`src/rtl/fetch_unit.sv`:
```
// Instruction fetch stage: owns the PC, issues in-order memory requests, buffers returned
// words in a 2-entry queue and hands them to decode; downstream redirects squash wrong-path work.
module fetch_unit #(
  parameter logic [31:0] RESET_PC = 32'h0000_0000
) (
  input  logic        clk_i,
  input  logic        rst_ni,
  output logic        imem_req_o,
  output logic [31:0] imem_addr_o,
  input  logic        imem_gnt_i,
  input  logic        imem_rvalid_i,
  input  logic [31:0] imem_rdata_i,
  input  logic        redirect_valid_i,
  input  logic [31:0] redirect_pc_i,
  output logic        id_valid_o,
  input  logic        id_ready_i,
  output logic [31:0] id_instr_o,
  output logic [31:0] id_pc_o,
  output logic [6:0]  id_opcode_o,
  output logic [2:0]  id_funct3_o,
  output logic [6:0]  id_funct7_o
);

  localparam int unsigned QDEPTH = 2;
  localparam logic [31:0] Nop    = 32'h0000_0013;

  logic [31:0] pc_q, pc_d;
  logic [1:0]  out_q, out_d;
  logic [1:0]  drop_q, drop_d;
  logic [1:0]  cnt_q, cnt_d;
  logic        head_q, head_d, tail_q, tail_d;
  logic        ifw_q, ifw_d, ifr_q, ifr_d;
  logic [31:0] qpc_q [QDEPTH];
  logic [31:0] qins_q [QDEPTH];
  logic [31:0] ifpc_q [QDEPTH];

  logic grant, push, pop;
  logic unused_rpc;

  assign unused_rpc = ^redirect_pc_i[1:0];

  // Credits cover both in-flight requests and queued words, so the queue never overflows.
  assign imem_req_o  = rst_ni & ~redirect_valid_i &
                       (({1'b0, out_q} + {1'b0, cnt_q}) < 3'(QDEPTH));
  assign imem_addr_o = pc_q;
  assign id_valid_o  = (cnt_q != 2'd0) & ~redirect_valid_i;

  assign grant = imem_req_o & imem_gnt_i;
  assign pop   = id_valid_o & id_ready_i;
  assign push  = imem_rvalid_i & (drop_q == 2'd0) & ~redirect_valid_i;

  assign id_instr_o  = (cnt_q != 2'd0) ? qins_q[head_q] : Nop;
  assign id_pc_o     = (cnt_q != 2'd0) ? qpc_q[head_q] : 32'h0;
  assign id_opcode_o = id_instr_o[6:0];
  assign id_funct3_o = id_instr_o[14:12];
  assign id_funct7_o = id_instr_o[31:25];

  always_comb begin
    pc_d   = pc_q;
    out_d  = out_q;
    drop_d = drop_q;
    cnt_d  = cnt_q;
    head_d = head_q;
    tail_d = tail_q;
    // The in-flight PC FIFO tracks every request, including ones whose data gets dropped.
    ifw_d  = ifw_q ^ grant;
    ifr_d  = ifr_q ^ imem_rvalid_i;
    if (redirect_valid_i) begin
      pc_d   = {redirect_pc_i[31:2], 2'b00};
      out_d  = out_q - {1'b0, imem_rvalid_i};
      drop_d = out_q - {1'b0, imem_rvalid_i};
      cnt_d  = 2'd0;
      head_d = tail_q;
    end else begin
      if (grant) pc_d = pc_q + 32'd4;
      out_d = out_q + {1'b0, grant} - {1'b0, imem_rvalid_i};
      if (imem_rvalid_i && drop_q != 2'd0) drop_d = drop_q - 2'd1;
      if (push) tail_d = ~tail_q;
      if (pop)  head_d = ~head_q;
      cnt_d = cnt_q + {1'b0, push} - {1'b0, pop};
    end
  end

  always_ff @(posedge clk_i or negedge rst_ni) begin
    if (!rst_ni) begin
      pc_q   <= RESET_PC;
      out_q  <= 2'd0;
      drop_q <= 2'd0;
      cnt_q  <= 2'd0;
      head_q <= 1'b0;
      tail_q <= 1'b0;
      ifw_q  <= 1'b0;
      ifr_q  <= 1'b0;
      for (int i = 0; i < QDEPTH; i++) begin
        qpc_q[i]  <= 32'h0;
        qins_q[i] <= Nop;
        ifpc_q[i] <= 32'h0;
      end
    end else begin
      pc_q   <= pc_d;
      out_q  <= out_d;
      drop_q <= drop_d;
      cnt_q  <= cnt_d;
      head_q <= head_d;
      tail_q <= tail_d;
      ifw_q  <= ifw_d;
      ifr_q  <= ifr_d;
      if (grant) ifpc_q[ifw_q] <= pc_q;
      if (push) begin
        qpc_q[tail_q]  <= ifpc_q[ifr_q];
        qins_q[tail_q] <= imem_rdata_i;
      end
    end
  end

endmodule
```
`config.mk`:
```
export PLATFORM = sky130hd
export DESIGN_NAME = fetch_unit
export DESIGN_NICKNAME = d
export VERILOG_FILES = /design/src/rtl/fetch_unit.sv
export SDC_FILE = /design/constraint.sdc
export NUM_CORES = 1
export LEC_CHECK = 0
export CAP_MARGIN = 20
export CORE_UTILIZATION = 48
export DETAILED_ROUTE_END_ITERATION = 7
export GPL_ROUTABILITY_DRIVEN = 0
export GPL_TIMING_DRIVEN = 0
export HOLD_SLACK_MARGIN = 0.02
export PLACE_DENSITY = 0.74
export SKIP_CTS_REPAIR_TIMING = 1
export SYNTH_ARGS = -nofsm -noshare
export SYNTH_HDL_FRONTEND = slang
export SYNTH_SLANG_ARGS = --single-unit
```
`constraint.sdc`:
```
create_clock -name clk_i -period 2.9 [get_ports clk_i]
set_input_delay 0.87 -clock clk_i [delete_from_list [all_inputs] [get_ports clk_i]]
set_output_delay 0.87 -clock clk_i [all_outputs]
set_load 0.01 [all_outputs]
```
==> results, run 1 <==
- The worst setup path category is reg -> out.
- STA classifies the critical path endpoint as a primary output.
- The clock net sink count is 224.
- The total grt overflow is 0.
- The initial utilization of the core area, before any placement, comes to around half.
- After filler insertion, the fill cell instance count of the layout stands at roughly 1.7k.
- The smallest clock period supported by the final layout is computed as approximately 2.9 ns.
- The final number of hold-violating endpoints is 0.
- The floorplan step defined a die boundary enclosing between 20000 and 25000 um2.
- Each instance of the synthesized netlist takes up on average 11.59 um2.
- The floorplan has between 50 and 60 rows.
- The number of enable-type register cells in the synthesized netlist is 0.
- In this run switching power makes up a little under a third of total power.
- The synthesized netlist contains 40 unique library cells.
- Port buffering added ~180 buffers.
- By area, the combinational part of the netlist is dominated by multiplexers.
- The residual antenna-violating net count after detailed routing is 0.
- Summing the areas of all compound-gate instances in the mapped netlist gives 4.781% of the synthesized area.
- The global-route wire length before repair is approximately 39 mm.
- Relative to the synthesized area, the layout overhead comes to 33.10%.
- The average via count per standard cell is approximately 5.3.
- After synthesis the netlist holds a flip-flop and latch count of 224.
- The reported max-cap violation count is 0.
- The final reports fail on negative setup slack.
- The portion of synthesized area spent on multiplexers is between 20% and 30%.
- The via count of the first global-routing pass is 7373.
- The post-placement cell area is ~13000 um2.
- Setup repair after global routing could not meet its margin everywhere.
- Counting flops with an async set or reset pin after synthesis yields a share of 100.0%.
- The design draws around 13 mW.
- At the worst endpoint, the required time is roughly 2.0 ns.
- The post-layout instance area is about 14000 um2.
- The adder and majority gate portion of the synthesized area is under 10%.
- In this run, flip-flops and latches consume between 40% and 50% of the power.
- The detailed-route wire length per cell is approximately 18 um.
- In the post-route analysis, the smallest setup slack over all paths is -0.007390 ns.
- The TritonCTS buffer count is 24.
- The standard cell core area is around 21000 um2.
- The most used standard cell by instance count after synthesis is dfrtp_1.
- The power per unit of standard cell area is just over 900 nW/um2.
- The antenna cell count is 0.
- The total of warnings raised by yosys is 0.
- Based on the critical path, the design can be clocked at up to 0.3440 GHz.
- At the later pin of the worst-skew pair, clock insertion delay measures about 0.51 ns.
- The worst clock skew is around 0.0071 ns.
- In this run the number of H-tree levels came out at 1.
- The path class of the tightest hold or removal check is in -> async.
- VDD sags by at most roughly 0.52 mV.
- In the global route stage, overall resource usage came out at 22.43%.
- The clock transition at the registers of the reported paths is around 0.06 ns.
- The most frequently used flop master after synthesis is dfrtp_1.
- The final count of pins violating max slew came to 0.
- The share of synthesized area occupied by flip-flops and latches is 54.17%.
- The clock network is responsible for approximately 22% of the overall power.
- The first-pass iteration count of the detailed router is 6.
- The initial detailed-routing violation count is 265.
- In this run the tightest slew margin relative to its limit is roughly 43%.
- In the post-synthesis netlist, the biggest area contributors are dfrtp_1 53%, mux2_2 14%, mux2i_1 9.0%.
- Across all layers, the routed design uses between 7k and 8k vias.
- The overall routed net length is roughly 25 mm.
- For this design the static power due to leakage is around 7.3 nW.
- Once placement completed, the tool counted placed cells totaling 1352.
- The number of setup violations in the final report is 1.
- Sorting the synthesized cells by how often they occur yields 218 x dfrtp_1, 125 x mux2_2, 99 x nor2_1, 93 x mux2i_1, 72 x nand2_1.
- The floorplan die height is 148.9 um.
- The transition at the pin with the smallest max-transition slack is about 0.85 ns.
- The fraction of synthesized cell area taken by the top area cell type is a little over half.
- The share of synthesized cell area in and, or, nand and nor gates is between 10% and 20%.
- The mapped netlist covers approximately 10000 um2.
- In the routed design, unresolved DRC markers number 0.
- The TritonCTS clock tree is built.
- Detailed placement ended at an HPWL of approximately 17 mm.
- The internal power summed over all cells is between 8 and 9 mW.
- The post-synthesis xor/xnor area fraction is between 3 and 4%.
- Entering global routing, the biggest net connects 98 pins.
- Combinational logic is responsible for approximately 36% of the overall power.
- The die outline width is ~150 um.
- Data on the critical path arrives at its endpoint at between 2 and 2.5 ns.
- The post-layout instance count excluding filler cells is around 1.4k.
- The initial antenna violation count is 0.
- The count of pins on the block boundary is roughly 190.
- The final core utilization is 65.40%.
- The number of nets at the end of the flow is 1197.
- The run finished, with violations left.
- Of the available clock period, the critical path in the final layout requires 100.3%.
- The biggest area contributor in the post-synthesis netlist is dfrtp_1.
- CTS placed an instance of clkbuf_16 at the clock tree root.
- The worst setup path is launched from a register.
- The synthesized netlist cell count is just under 900.
- The critical-path maximum fanout is 3.
- Of the cells placed in the final design, the portion with a size suffix greater than 1 is 23.76%.
- The clock passes through at most 3 buffers.
- The switching power total is approximately 4.0 mW.
layer usage:
layer  wire length, um  track usage (%)
met5                 0                0
met4               366            5.255
met3              1276            3.180
met2             11980            37.16
met1             11290            31.19
placed cells by master (no fill, tap or decap), types with 3 or more instances in the layout:
| cell | n |
|---|---|
| clkbuf_4 | 6 |
| mux2i_1 | 86 |
| clkbuf_16 | 26 |
| and4_2 | 3 |
| ha_1 | 9 |
| conb_1 | 4 |
| buf_6 | 5 |
| buf_4 | 42 |
| nor2_1 | 94 |
| clkbuf_8 | 4 |
| nand2_1 | 72 |
| nor2_2 | 4 |
| inv_1 | 8 |
| buf_1 | 4 |
| xnor2_1 | 12 |
| xor2_1 | 25 |
| buf_2 | 7 |
| dfstp_2 | 6 |
| clkdlybuf4s50_1 | 97 |
| dlymetal6s2s_1 | 79 |
| a21oi_1 | 33 |
| mux2_2 | 125 |
| buf_8 | 4 |
| nand3_1 | 9 |
| dfrtp_1 | 215 |
| and2_1 | 4 |
| o21ai_0 | 63 |
| clkinv_2 | 6 |
| nand4_1 | 11 |
| dfrtp_2 | 3 |
| clkbuf_1 | 21 |
| mux2i_2 | 7 |
path summary, 6_finish.rpt:
path                       startpoint    endpoint  slack, ns  depth (start not counted)
max                          cnt_q[1]  imem_req_o     -0.007                          4
min                            rst_ni  qins_q[27]       0.23                          1
max reg2reg                  cnt_q[1]    out_q[1]       0.12                         11
min reg2reg                 qpc_q[10]   qpc_q[10]       0.48                          2
max in group asynchronous      rst_ni      head_q       1.61                          3
min in group clk_i          qpc_q[10]   qpc_q[10]       0.48                          2
critical path: stages (launching register included):
cell     delay, ns
dfrtp_2       0.45
buf_12        0.14
fa_2          0.47
nor4b_4       0.28
buf_2         0.19
through the flow:
stage	setup TNS, ns	setup slack (ns)	hold slack [ns]
floorplan	0	0.08694	0.4496
global placement	-2732.17	-9.170	0.4608
detailed placement	-128.21	-1.189	0.4696
CTS	-106.24	-1.183	0.2219
global route	-0.2051	-0.08334	0.2450
finish	-0.007390	-0.007390	0.2299
cell families (layout without fill, tap and decap cells):
kind of cell | after synthesis | count (layout)
flip-flops | 224 | 224
AND/OR/NAND/NOR | 222 | 222
multiplexers | 218 | 218
AO/OA/AOI/OAI | 99 | 99
buffers and inverters | 83 | 314
XOR/XNOR | 37 | 37
adder cells (fa/ha/maj) | 10 | 10
other | 1 | 4
cell type report:
type | count | area (um2) | share of cell area [%]
repair buffers | 196 | 2185 | 15.84
multi-input cells | 590 | 4415 | 32.01
inverters | 8 | 30.03 | 0.2177
well taps | 275 | 344.1 | 2.495
clock inverters | 6 | 30.03 | 0.2177
flip-flops and latches | 224 | 5617 | 40.72
plain buffers | 73 | 483.0 | 3.502
clock buffers | 31 | 688.2 | 4.990
registers in the layout, indices dropped and copies added, names as in the netlist:
signal and count:
qpc_q 60, ifw_q 1, out_q 2, ifr_q 1, ifpc_q 60, imem_addr_o 30
cnt_q 2, tail_q 1, drop_q 2, qins_q 64, head_q 1
power by group through the flow:
stage	Combinational (mW)	Clock (mW)	Sequential (mW)
5_1_grt	4.99	2.98	5.36
6_report	4.55	2.82	5.20
3_5_place_dp	4.32	0	5.21
2_1_floorplan	2.92	0	5.02
3_3_place_gp	4.21	0	5.15
4_1_cts	4.35	2.88	5.16
Power figures use the tool's default switching activity.
==> run 2, diff against run 1 <==
--- a/config.mk
+++ b/config.mk
@@ -6,6 +6,7 @@
 export NUM_CORES = 1
 export LEC_CHECK = 0
 export CAP_MARGIN = 20
+export CORE_MARGIN = 2
 export CORE_UTILIZATION = 48
 export DETAILED_ROUTE_END_ITERATION = 7
 export GPL_ROUTABILITY_DRIVEN = 0
==> run 2 against run 1 <==
  * The run still ends with negative setup slack left
  * Clock power is 11% higher
  * Hold slack improved by 0.023 ns
  * Sequential power about the same
  * Worst setup slack got worse by 0.10 ns
  * Final cell count rose by 0.21%
  * Largest cell class unchanged
  * Highest routed layer unchanged
==> results, run 2 (synthesized netlist as in run 1, its figures left out) <==
- The residual antenna-violating net count after detailed routing came to 0 (unchanged).
- The ratio of final minimum period to clock period is 103.7% (was 100.3%).
- The die outline width is 150.9 um (was 148.9 um).
- The final number of hold-violating endpoints is 0 (unchanged).
- The later-pin clock latency in the skew report is 0.51 ns (about the same).
- The DRC violations left was 0 (unchanged).
- The detailed-route wire length per cell was 17.91 um (was 17.76 um).
- The average via count per standard cell came to 5.293 (was 5.279).
- The transition at the pin with the smallest max-transition slack is 0.8868 ns (was 0.8477 ns).
- The number of vias in the routed layout is 7442 (was 7407).
- Most used cells in the layout excluding fill and tap cells: 215 x dfrtp_1, 125 x mux2_2, 106 x clkdlybuf4s50_1 (was 215 x dfrtp_1, 125 x mux2_2, 97 x clkdlybuf4s50_1).
- The final critical-path setup slack came to -0.1083 ns (was -0.007390 ns).
- The arrival time at the worst endpoint is 2.14 ns (was 2.04 ns).
- The post-layout instance count excluding filler cells is 1406 (was 1403).
- The sequential cell area in the final layout is 5617 um2 (unchanged).
- The post-route total power was 12.96 mW (was 12.57 mW).
- The antenna cell count is 0 (unchanged).
- The number of flip-flops in the largest register is 64 (unchanged).
- The post-layout instance area is 13890 um2 (was 13790 um2).
- The TritonCTS clock tree is built (unchanged).
- The final count of pins violating max slew is 0 (unchanged).
- The max-slew headroom at the worst pin was 40.88% (was 43.49%).
- The overall routed net length is 25.18 mm (was 24.91 mm).
- The register ranked first by flip-flop count is qins_q (unchanged).
- The standard-cell row count is 53 (unchanged).
- The clock net sink count came to 224 (unchanged).
- The root cell of the clock tree is clkbuf_16 (unchanged).
- The worst setup path category was reg -> out (unchanged).
- The static leakage is 7.171 nW (was 7.297 nW).
- The total grt overflow is 0 (unchanged).
- The via count of the first global-routing pass came to 7374 (was 7373).
- The multi-input gate area in the final layout was 4437 um2 (was 4415 um2).
- The floorplan die height was 150.9 um (was 148.9 um).
- The first-pass iteration count of the detailed router was 4 (was 6).
- The final hold slack came to 0.2527 ns (was 0.2299 ns).
- The maximum number of pins on one net before global-route repair was 121 (was 98).
- The effective utilization at floorplan is 49.14% (unchanged).
- The worst IR drop on VDD is 0.4947 mV (was 0.5222 mV).
- The layout overhead on the synthesized area is 34.04% (was 33.10%).
- The minimum clock period after layout is 3.008 ns (was 2.907 ns).
- The count of port buffers added during placement came to 178 (unchanged).
- The maximum achievable frequency was 0.3324 GHz (was 0.3440 GHz).
- The standard cell core area is 21090 um2 (unchanged).
- The worst path required time is 2.03 ns (about the same).
- The initial detailed-routing violation count was 300 (was 265).
- The half-perimeter wire length after placement came to 16.82 mm (was 17.06 mm).
- The total global routing track utilization is 21.36% (was 22.43%).
- The kind of start point of the critical path was a register (unchanged).
- The endpoint class of the critical path is a primary output (unchanged).
- Leading registers by flop count: qins_q (64), ifpc_q (60), qpc_q (60) (unchanged).
- The number of fill cells in the layout is 1665 (was 1688).
- The number of nets at the end of the flow is 1197 (unchanged).
- The number of setup violations in the final report is 3 (was 1).
- The global-route wire length before repair is 38.34 mm (was 39.16 mm).
- The TritonCTS buffer count is 24 (unchanged).
- The worst clock skew is 0.01141 ns (was 0.007073 ns).
- Result of the run: finished with violations (unchanged).
- The reported max-cap violation count is 0 (unchanged).
- The area of the die was 22780 um2 (was 22180 um2).
- The commonest non-fill, non-tap cell in the layout is dfrtp_1 (unchanged).
- The critical-path maximum fanout was 4 (was 3).
- The count of pins on the block boundary came to 185 (unchanged).
- The final core utilization is 65.87% (was 65.40%).
- The total number of H-tree levels is 1 (unchanged).
- Unrepaired setup endpoints after global routing: true (unchanged).
- The clock transition at the registers of the reported paths is 0.06 ns (about the same).
- The fraction of final layout cells sized beyond drive strength 1 is 24.14% (was 23.76%).
- The initial antenna violation count is 0 (unchanged).
- The number of placed instances with taps included was 1351 (was 1352).
- The post-placement cell area is 12530 um2 (was 12560 um2).
- The class of the worst hold path is in -> async (unchanged).
- Violations in the final reports: negative setup slack (unchanged).
- The power per unit of standard cell area is 932.7 nW/um2 (was 911.6 nW/um2).
- The maximum buffer depth of the clock tree was 3 (unchanged).
[run 2: cell types whose count changed in the layout (fill, tap and decap cells not counted), moves of 2 or more]
cell and change:
clkbuf_4 -5, buf_6 +5, buf_8 -2, dlymetal6s2s_1 -11, mux2i_4 +2, clkdlybuf4s50_1 +9, clkinv_2 -3, buf_4 +4
bufinv_16 +3
[run 2: area by class of cell]
class	count	share of cell area, %
flip-flops and latches	224	40.44
multi-input cells	590	31.94
repair buffers	196	15.50
clock buffers	33	5.081
plain buffers	73	3.531
well taps	275	2.477
clock inverters	7	0.8107
inverters	8	0.2162
[run 2: per-stage QoR]
stage / TNS (ns) / setup WS [ns]
6_report: -0.1982 / -0.1083
5_1_grt: -0.4022 / -0.1707
4_1_cts: -140.43 / -1.211
3_5_place_dp: -174.09 / -1.666
3_3_place_gp: -2716.83 / -9.109
2_1_floorplan: 0 / 0.08694
[run 2: worst paths after layout]
kind                       cells after the start               to  slack [ns]     start
setup / recovery                               4   id_opcode_o[4]       -0.11  cnt_q[1]
hold / removal                                 1   imem_addr_o[2]        0.25    rst_ni
setup reg to reg                               9       ifpc_q[11]        0.14  cnt_q[1]
hold reg to reg                                2         qpc_q[9]        0.48  qpc_q[9]
max in group asynchronous                      2  imem_addr_o[18]        2.04    rst_ni
min in group clk_i                             2         qpc_q[9]        0.48  qpc_q[9]
[run 2: layer usage]
metal	global-route usage [%]	wire [um]	vias up
li1	-	-	3500
met1	29.82	11350	3703
met2	35.50	12050	219
met3	3.494	1527	20
met4	4.626	248	0
met5	0	0	-
[run 2: report_power, final]
part           internal [mW]  switching [mW]  total [mW]
Combinational           2.50            2.11        4.60
Sequential              4.45           0.758        5.21
Clock                   1.95            1.19        3.14
[run 2: worst max-delay path, cell delays in order (launching register included)]
cell and delay [ns]:
dfrtp_2 0.45, buf_4 0.17, o21ai_0 0.32, buf_4 0.17, clkdlybuf4s50_1 0.52
